## config.mk

```make
export PLATFORM = sky130hd
export DESIGN_NAME = alu_issue_sequencer
export DESIGN_NICKNAME = d
export VERILOG_FILES = /design/src/rtl/alu_seq_pkg.sv /design/src/rtl/seq_regfile.sv /design/src/rtl/alu_issue_sequencer.sv
export SDC_FILE = /design/constraint.sdc
export NUM_CORES = 1
export LEC_CHECK = 0
export BUFFER_PORTS_ARGS = -buffer_cell sky130_fd_sc_hd__buf_2
export CAP_MARGIN = 20
export CORE_MARGIN = 4
export CORE_UTILIZATION = 54
export CTS_CLUSTER_DIAMETER = 60
export DETAILED_ROUTE_END_ITERATION = 7
export PLACE_DENSITY = 0.78
export SLEW_MARGIN = 20
export SYNTH_ARGS = -nofsm -noshare
export SYNTH_HDL_FRONTEND = slang
export SYNTH_SLANG_ARGS = --single-unit
```

## constraint.sdc

```tcl
create_clock -name Clock -period 2.1 [get_ports Clock]
set_input_delay 0.21 -clock Clock [delete_from_list [all_inputs] [get_ports Clock]]
set_output_delay 0.21 -clock Clock [all_outputs]
set_load 0.01 [all_outputs]
```

## src/rtl/alu_seq_pkg.sv

```systemverilog
// rtl/alu_seq_pkg.sv - shared types and constants for the ALU issue sequencer
//
// Holds the sequencer state enum, datapath and register-index widths,
// and the named ALU function-select codes used by the sequencer.
package alu_seq_pkg;

  localparam int DATA_W    = 16;
  localparam int NUM_REGS  = 8;
  localparam int REG_IDX_W = 3;
  localparam int FUNSEL_W  = 5;
  localparam int FLAGS_W   = 4;

  typedef enum logic [1:0] {
    ST_IDLE    = 2'd0,
    ST_DRIVE   = 2'd1,
    ST_CAPTURE = 2'd2,
    ST_DONE    = 2'd3
  } seq_state_e;

  // FunSel[4] selects a full-width result; clear means only the low byte is kept.
  localparam logic [FUNSEL_W-1:0] FS_PASS_A_8  = 5'b00000;
  localparam logic [FUNSEL_W-1:0] FS_PASS_A_16 = 5'b10000;
  localparam logic [FUNSEL_W-1:0] FS_ADD_16    = 5'b10100;
  localparam logic [FUNSEL_W-1:0] FS_SUB_16    = 5'b10110;

  function automatic logic is_wide_op(input logic [FUNSEL_W-1:0] fs);
    return fs[FUNSEL_W-1];
  endfunction

endpackage

```

## src/rtl/seq_regfile.sv

```systemverilog
// rtl/seq_regfile.sv - operand register file for the ALU issue sequencer
//
// NUM_REGS x DATA_W registers, cleared by reset.
// Ports:
//   Clock, Reset          - system clock, async active-low reset
//   rd_sel_a/b, rd_data_a/b - two combinational operand read ports
//   dbg_sel, dbg_data     - combinational debug read port
//   wb_en/sel/data        - writeback port (wins on an index collision)
//   load_en/sel/data      - direct load port
module seq_regfile
  import alu_seq_pkg::*;
#(
  parameter int DATA_W   = alu_seq_pkg::DATA_W,
  parameter int NUM_REGS = alu_seq_pkg::NUM_REGS
) (
  input  logic                 Clock,
  input  logic                 Reset,
  input  logic [REG_IDX_W-1:0] rd_sel_a,
  input  logic [REG_IDX_W-1:0] rd_sel_b,
  output logic [DATA_W-1:0]    rd_data_a,
  output logic [DATA_W-1:0]    rd_data_b,
  input  logic [REG_IDX_W-1:0] dbg_sel,
  output logic [DATA_W-1:0]    dbg_data,
  input  logic                 wb_en,
  input  logic [REG_IDX_W-1:0] wb_sel,
  input  logic [DATA_W-1:0]    wb_data,
  input  logic                 load_en,
  input  logic [REG_IDX_W-1:0] load_sel,
  input  logic [DATA_W-1:0]    load_data
);

  logic [DATA_W-1:0] regs [NUM_REGS];

  // A load is suppressed only when it collides with a writeback to the same register.
  logic load_blocked;
  assign load_blocked = wb_en && (load_sel == wb_sel);

  always_ff @(posedge Clock or negedge Reset) begin
    if (!Reset) begin
      for (int i = 0; i < NUM_REGS; i++) begin
        regs[i] <= '0;
      end
    end else begin
      if (wb_en) begin
        regs[wb_sel] <= wb_data;
      end
      if (load_en && !load_blocked) begin
        regs[load_sel] <= load_data;
      end
    end
  end

  assign rd_data_a = regs[rd_sel_a];
  assign rd_data_b = regs[rd_sel_b];
  assign dbg_data  = regs[dbg_sel];

endmodule

```

## src/rtl/alu_issue_sequencer.sv

```systemverilog
// rtl/alu_issue_sequencer.sv - fixed-latency issue sequencer for an external ALU
//
// Accepts one request per 4 cycles (IDLE -> DRIVE -> CAPTURE -> DONE), drives
// snapshot operands and function select to the ALU, writes the result back to
// the register file and pulses DoneValid.
// Ports:
//   Clock, Reset                   - system clock, async active-low reset
//   ReqValid/ReqReady              - request handshake
//   ReqFunSel/ReqSrcA/ReqSrcB/ReqDst/ReqWF - request fields
//   A, B, FunSel, WF               - ALU drive
//   ALUOut, FlagsIn                - ALU result and flags {Z,C,N,O}
//   DoneValid/DoneResult/DoneFlags - completion pulse and captured values
//   LoadEn/LoadSel/LoadData        - direct register write
//   DbgSel/DbgData                 - combinational register read
module alu_issue_sequencer
  import alu_seq_pkg::*;
#(
  parameter int DATA_W   = alu_seq_pkg::DATA_W,
  parameter int NUM_REGS = alu_seq_pkg::NUM_REGS
) (
  input  logic                 Clock,
  input  logic                 Reset,
  input  logic                 ReqValid,
  output logic                 ReqReady,
  input  logic [FUNSEL_W-1:0]  ReqFunSel,
  input  logic [REG_IDX_W-1:0] ReqSrcA,
  input  logic [REG_IDX_W-1:0] ReqSrcB,
  input  logic [REG_IDX_W-1:0] ReqDst,
  input  logic                 ReqWF,
  output logic [DATA_W-1:0]    A,
  output logic [DATA_W-1:0]    B,
  output logic [FUNSEL_W-1:0]  FunSel,
  output logic                 WF,
  input  logic [DATA_W-1:0]    ALUOut,
  input  logic [FLAGS_W-1:0]   FlagsIn,
  output logic                 DoneValid,
  output logic [DATA_W-1:0]    DoneResult,
  output logic [FLAGS_W-1:0]   DoneFlags,
  input  logic                 LoadEn,
  input  logic [REG_IDX_W-1:0] LoadSel,
  input  logic [DATA_W-1:0]    LoadData,
  input  logic [REG_IDX_W-1:0] DbgSel,
  output logic [DATA_W-1:0]    DbgData
);

  seq_state_e            state_q, state_d;
  logic [REG_IDX_W-1:0]  dst_q;
  logic [DATA_W-1:0]     rd_data_a, rd_data_b;
  logic [DATA_W-1:0]     wb_data;
  logic                  wb_en;
  logic                  handshake;

  assign ReqReady  = (state_q == ST_IDLE);
  assign DoneValid = (state_q == ST_DONE);
  assign handshake = ReqValid && ReqReady;
  assign wb_en     = (state_q == ST_CAPTURE);

  // Narrow operations keep only the low byte of the ALU result.
  assign wb_data = is_wide_op(FunSel) ? ALUOut
                                      : {{(DATA_W-8){1'b0}}, ALUOut[7:0]};

  always_ff @(posedge Clock or negedge Reset) begin
    if (!Reset) begin
      state_q <= ST_IDLE;
    end else begin
      state_q <= state_d;
    end
  end

  always_comb begin
    state_d = state_q;
    case (state_q)
      ST_IDLE:    if (handshake) state_d = ST_DRIVE;
      ST_DRIVE:   state_d = ST_CAPTURE;
      ST_CAPTURE: state_d = ST_DONE;
      ST_DONE:    state_d = ST_IDLE;
      default:    state_d = ST_IDLE;
    endcase
  end

  // Operands are snapshotted at the handshake so later loads or the writeback
  // itself cannot disturb an operation already in flight.
  always_ff @(posedge Clock or negedge Reset) begin
    if (!Reset) begin
      A          <= '0;
      B          <= '0;
      FunSel     <= FS_PASS_A_16;
      WF         <= 1'b0;
      dst_q      <= '0;
      DoneResult <= '0;
      DoneFlags  <= '0;
    end else begin
      if (handshake) begin
        A      <= rd_data_a;
        B      <= rd_data_b;
        FunSel <= ReqFunSel;
        WF     <= ReqWF;
        dst_q  <= ReqDst;
      end
      if (wb_en) begin
        WF         <= 1'b0;
        DoneResult <= wb_data;
        DoneFlags  <= FlagsIn;
      end
    end
  end

  seq_regfile #(
    .DATA_W   (DATA_W),
    .NUM_REGS (NUM_REGS)
  ) u_regfile (
    .Clock     (Clock),
    .Reset     (Reset),
    .rd_sel_a  (ReqSrcA),
    .rd_sel_b  (ReqSrcB),
    .rd_data_a (rd_data_a),
    .rd_data_b (rd_data_b),
    .dbg_sel   (DbgSel),
    .dbg_data  (DbgData),
    .wb_en     (wb_en),
    .wb_sel    (dst_q),
    .wb_data   (wb_data),
    .load_en   (LoadEn),
    .load_sel  (LoadSel),
    .load_data (LoadData)
  );

endmodule

```

* Word level (Yosys, flattened, before mapping)
Index checks and enable logic that the tools add are counted.
Storage, ports and cells: register bits 191, input port bits 61, output and inout port bits 76, logic and storage cells 63
Cells by class: magnitude comparators 7, equal/unequal tests 5, mux-type cells 22, bitwise operators 5, reductions and logical operators 8
Operators by type and width (number):
- $bwmux 128 | 2
- $mux 128 | 2
- $bmux 16 s3 | 3
- $mux 16 | 9
- $demux 16 s3 | 2
- $ge 4x4->1 const B | 5
- $not 3->4 | 5
- $lt 4x1->1 const B | 2
- $pmux 2 s4 | 1
- $logic_and 1x1->1 | 5
- $eq 2x2->1 const B | 2
- $eq 3x3->1 | 1
- $eq 2x1->1 const B | 1
- $logic_not 2->1 | 1
- $mux 1 | 2
- $mux 2 | 1
- $ne 2x1->1 const B | 1
- $reduce_bool 2->1 | 1
- $logic_not 1->1 | 1

* Logic depth before layout (Yosys ltp)
word-level depth 9, gate-level depth with buffers 9, mapped depth without buffers 6

* By module
Synthesis repeated with hierarchy kept, for this count alone.
Unflattened totals: cells, all modules 763, area, all modules 12527.0 um2
Modules (own cells, without submodules):
- seq_regfile | times used 1, cells each 611, area each 9854.5 um2, seq. area each 3203.1 um2
- alu_issue_sequencer | times used 1, cells each 152, area each 2672.6 um2, seq. area each 1577.8 um2

* Least setup slack after synthesis
OpenSTA, ideal clock, no wires.
path type reg2reg, from register state_q[0], to register u_regfile.regs[80] in the netlist's numbering, library setup time 0.125 ns, data arrival time 2.121 ns, required time 1.975 ns, path slack -0.146 ns, cell stages (with the launch flop) 8, buffers on the path 2, period minus slack after synthesis 2.246 ns, path through dfrtp_1 -> inv_1 -> ha_1 -> clkbuf_1 -> nand4_1 -> nand4b_1 -> clkbuf_1 -> mux2_2
On the way: longest elaborated chain between the ends 5, elaborated cells on any way between the ends 7, those cells by class eq/ne: 1; mux: 3; reduce/logical: 3
RTL lines:
- start, declared | line alu_issue_sequencer.sv:46 | seq_state_e state_q, state_d;
- start signal, assigned | line alu_issue_sequencer.sv:66 | state_q <= state_d;
- $eq 2x2->1 (*) | line alu_issue_sequencer.sv:56 | assign wb_en = (state_q == ST_CAPTURE);
- $logic_and 1x1->1 | line seq_regfile.sv:36 | assign load_blocked = wb_en && (load_sel == wb_sel);
- $logic_not 1->1 | line seq_regfile.sv:47 | if (load_en && !load_blocked) begin
- $logic_and 1x1->1 | line seq_regfile.sv:47
- $mux 128 (*) | line seq_regfile.sv:47
- end signal, assigned by index | line seq_regfile.sv:45 | regs[wb_sel] <= wb_data;
- end signal, assigned by index | line seq_regfile.sv:48 | regs[load_sel] <= load_data;
- end, declared | line seq_regfile.sv:32 | logic [DATA_W-1:0] regs [NUM_REGS];
Mark *: on every way between the ends. The rest lies on a longest branch, timed or not. A chain may end at the register's enable or synchronous reset.

* Final worst setup path
from register state_q[1], to register u_regfile.regs[23] in the netlist's numbering
The elaborated chain is that of the path after synthesis.

==> out/metrics.yaml <==
status:
  status: "complete, no violations"
power:
  power.internal_w: 0.0124
  pwr-share-clk_pct: 17.9
  swShare_pct: 34.9
  p_leak_nw: 5.96
  ir_worst_vdd_mv: 0.802
  power_density_nw_per_um2: 1400
  seq_power_share_pct: 38.1
  comb_power_share_pct: 43.9
  switching_power_w: 0.00666
setup_path:
  r2r_start: "state_q[1]$_DFFE_PN0P_"
  path_cells: "ha_2 > and4_1 > or4b_4 > mux2_4"
  critical-path-max-stage-delay_ns: 0.72
  required_ns: 2.42
  cp.arrival_ns: 2.36
  path_max_fanout: 16
  crit_start: "state_q[1]$_DFFE_PN0P_"
  critical_path_class: "reg -> reg"
  crit_path_start_kind: "register"
  endpoint_kind: "register"
  crit_slowest_cell: "or4b_4"
logic_synthesis:
  synth.largest_area_cell: "dfrtp_1"
  avgSynthCellArea_um2: 13.0
  synth_seq_cells: 191
  ys_top_cells_by_area: "dfrtp_1, mux2_2, mux4_2, o21ai_0, nand2_1"
  synth_cell_types: 31
  synth.top_cell.area_share_pct: 41.3
  yosys_warnings: 0
  synthCells: 888
  synth-seq-area-share_pct: 41.5
  ys.flop_type: "dfrtp_1"
  synth_edf_count: 0
  async_reset_ff_share_pct: 100
  syn_area_um2: 11500
  syn_nets: 953
die:
  initial_utilization_pct: 54.8
  fp-row-count: 53
  die_w_um: 154
  fp.dieH_um: 154
  core_um2: 21000
  io_pins: 137
  die_area_um2: 23700
cells_and_area:
  antenna_cells: 0
  drive_gt1_share_pct: 53.0
  num-nets-final: 1096
  area_growth_pct: 18.1
sta:
  fin_crit_ns: 2.04
  tns_ns: 0
  tightest_slew_ns: 0.624
  whs_ns: 0.00810
  timing.fmax_ghz: 0.491
  skew_ns: 0.00836
  hold_viol_final: 0
  finalCritPeriodShare_pct: 96.9
  report.final.setup_viol: 0
  maxSlewHeadroom_pct: 58.4
  drv_slew: 0
  rsz0062_at_grt: "false"
routing:
  drt_first_pass_iters: 5
  routedWlPerCell_um: 24.3
  drt_wl_total_mm: 32.0
  drc_errors: 0
  vias_per_cell: 6.39
  drtAntennaViolNets: 0
  dr_total_vias: 8429
  drt-initial-drc-count: 824
clocking:
  clockRootBuffer: "clkbuf_16"
  cts.sinks: 191
  tritoncts: "done"
  cts_buffers: 17
  path_clk_slew_ns: 0.07
  clk_latency_ns: 0.44
  cts_setup_buffers: 0
  cts_buffer_depth: 2
  ctsHtreeMaxLevel: 4
global_route:
  grt_pass1_wl_mm: 50.6
  grt_pass1_vias: 8708
  grt_usage_pct: 27.7
  grt_max_degree: 65
  antenna_found_initial: 2
  overflow: 0
worst_hold_path:
  min_from: "ReqDst[1]"
  min_path_type: "in -> reg"
placed_design:
  dpl.hpwl_mm: 21.2
  io_buffer_count: 136
  gp_congestion: 0.855
run:
  drv_cap: 0
-- worst max-delay path: cells and delay by family, from the launching register on --
kind | cells | cell delay (ns)
adder cells (fa/ha/maj) | 1 | 0.21
flip-flops | 1 | 0.41
multiplexers | 1 | 0.36
AND/OR/NAND/NOR | 2 | 0.94
-- metal layers --
| metal | vias up | global-route usage, % | routed length [um] | share of wire [%] |
|---|---|---|---|---|
| met2 | 505 | 43.6 | 15300 | 48 |
| met3 | 89 | 7.46 | 3380 | 11 |
| li1 | 3612 | - | - | - |
| met1 | 4219 | 38.1 | 12500 | 39 |
| met5 | - | 0 | 15 | 0.047 |
| met4 | 4 | 8.20 | 859 | 2.7 |
-- final cells by class --
type,instances,area [um^2]
tap,275,344
timing repair buffer,200,1460
sequential,191,4780
fill,1537,7410
clock buffer,22,484
clock inverter,10,134
inverter,10,37.5
multi-input combinational,611,6370
-- cells in the mapped netlist (2+ instances only) --
cell / number
mux2_2: 219
dfrtp_1: 190
nand2_1: 108
o21ai_0: 104
mux4_2: 96
clkbuf_1: 47
mux2i_1: 32
buf_2: 11
nand3_1: 11
buf_1: 10
inv_1: 10
mux2_4: 10
buf_4: 5
ha_1: 4
nand4b_1: 4
nand4_1: 3
nand4bb_1: 3
xnor2_1: 3
a21oi_1: 2
buf_6: 2
nor2_1: 2
nor2b_1: 2
nor3_2: 2
-- metrics by stage --
stage	total power (W)	util, %	cells	instance area (um^2)	setup WS, ns
2_1_floorplan	0.0128	-	888	11500	-0.0179
3_3_place_gp	0.0150	61.3	1276	12900	0.123
3_5_place_dp	0.0155	61.3	1276	12900	0.0617
4_1_cts	0.0191	64.7	1319	13600	0.0490
5_1_grt	0.0203	64.8	1319	13600	0.00561
6_report	0.0191	64.8	1319	13600	0.0649
-- path summary, 6_finish.rpt --
check	slack, ns	to	cells past startpoint
max	0.06	u_regfile.regs[23]$_DFF_PN0_	4
min	0.008	dst_q[1]$_DFFE_PN0P_	2
max reg2reg	0.06	u_regfile.regs[23]$_DFF_PN0_	4
min reg2reg	0.47	A[2]$_DFFE_PN0P_	2
max in group asynchronous	1.15	FunSel[4]$_DFFE_PN1P_	3
min in group asynchronous	0.29	u_regfile.regs[83]$_DFF_PN0_	2
-- kinds of logic (layout without fill, tap and decap cells) --
kind of cell	Yosys count	after routing	synth area share, %
DFF	191	191	41.5
buffers and inverters	86	242	3.31
and+or+nand+nor	141	141	5.69
AOI/OAI and AO/OA	106	106	4.60
adders and majority gates	4	4	0.434
xor gates and xnor gates	3	3	0.228
muxes	357	357	44.2
-- sequential cells by signal, summed over array words and instances, names as in the netlist --
register	count
state_q	2
u_regfile.regs	128
WF	1
DoneResult	16
FunSel	5
B	16
DoneFlags	4
dst_q	3
A	16
-- repair_timing --
item	CTS	global route
endpoints found under the hold margin	54	0
endpoints found under the setup margin	0	70
hold buffers	11	0
gates resized for setup	0	2
-- power by group through the flow --
| stage | clock [W] | sequential (W) | combinational (W) |
|---|---|---|---|
| finish | 0.00343 | 0.00729 | 0.00839 |
| floorplan | 0 | 0.00688 | 0.00588 |
| global placement | 0 | 0.00707 | 0.00795 |
| detailed placement | 0 | 0.00724 | 0.00828 |
| CTS | 0.00346 | 0.00720 | 0.00840 |
| global route | 0.00361 | 0.00750 | 0.00920 |
-- cell usage in the layout, fill, tap and decap left out, types with 10 or more instances in the layout --
cell type / count
mux2_2: 219
dfrtp_1: 190
buf_2: 135
nand2_1: 107
o21ai_0: 104
mux4_2: 96
mux2i_1: 32
buf_4: 31
buf_12: 21
clkbuf_16: 17
nand3_1: 11
dlygate4sd3_1: 11
mux2_4: 10
inv_1: 10
Note: power is estimated with default switching activity, not from simulation.
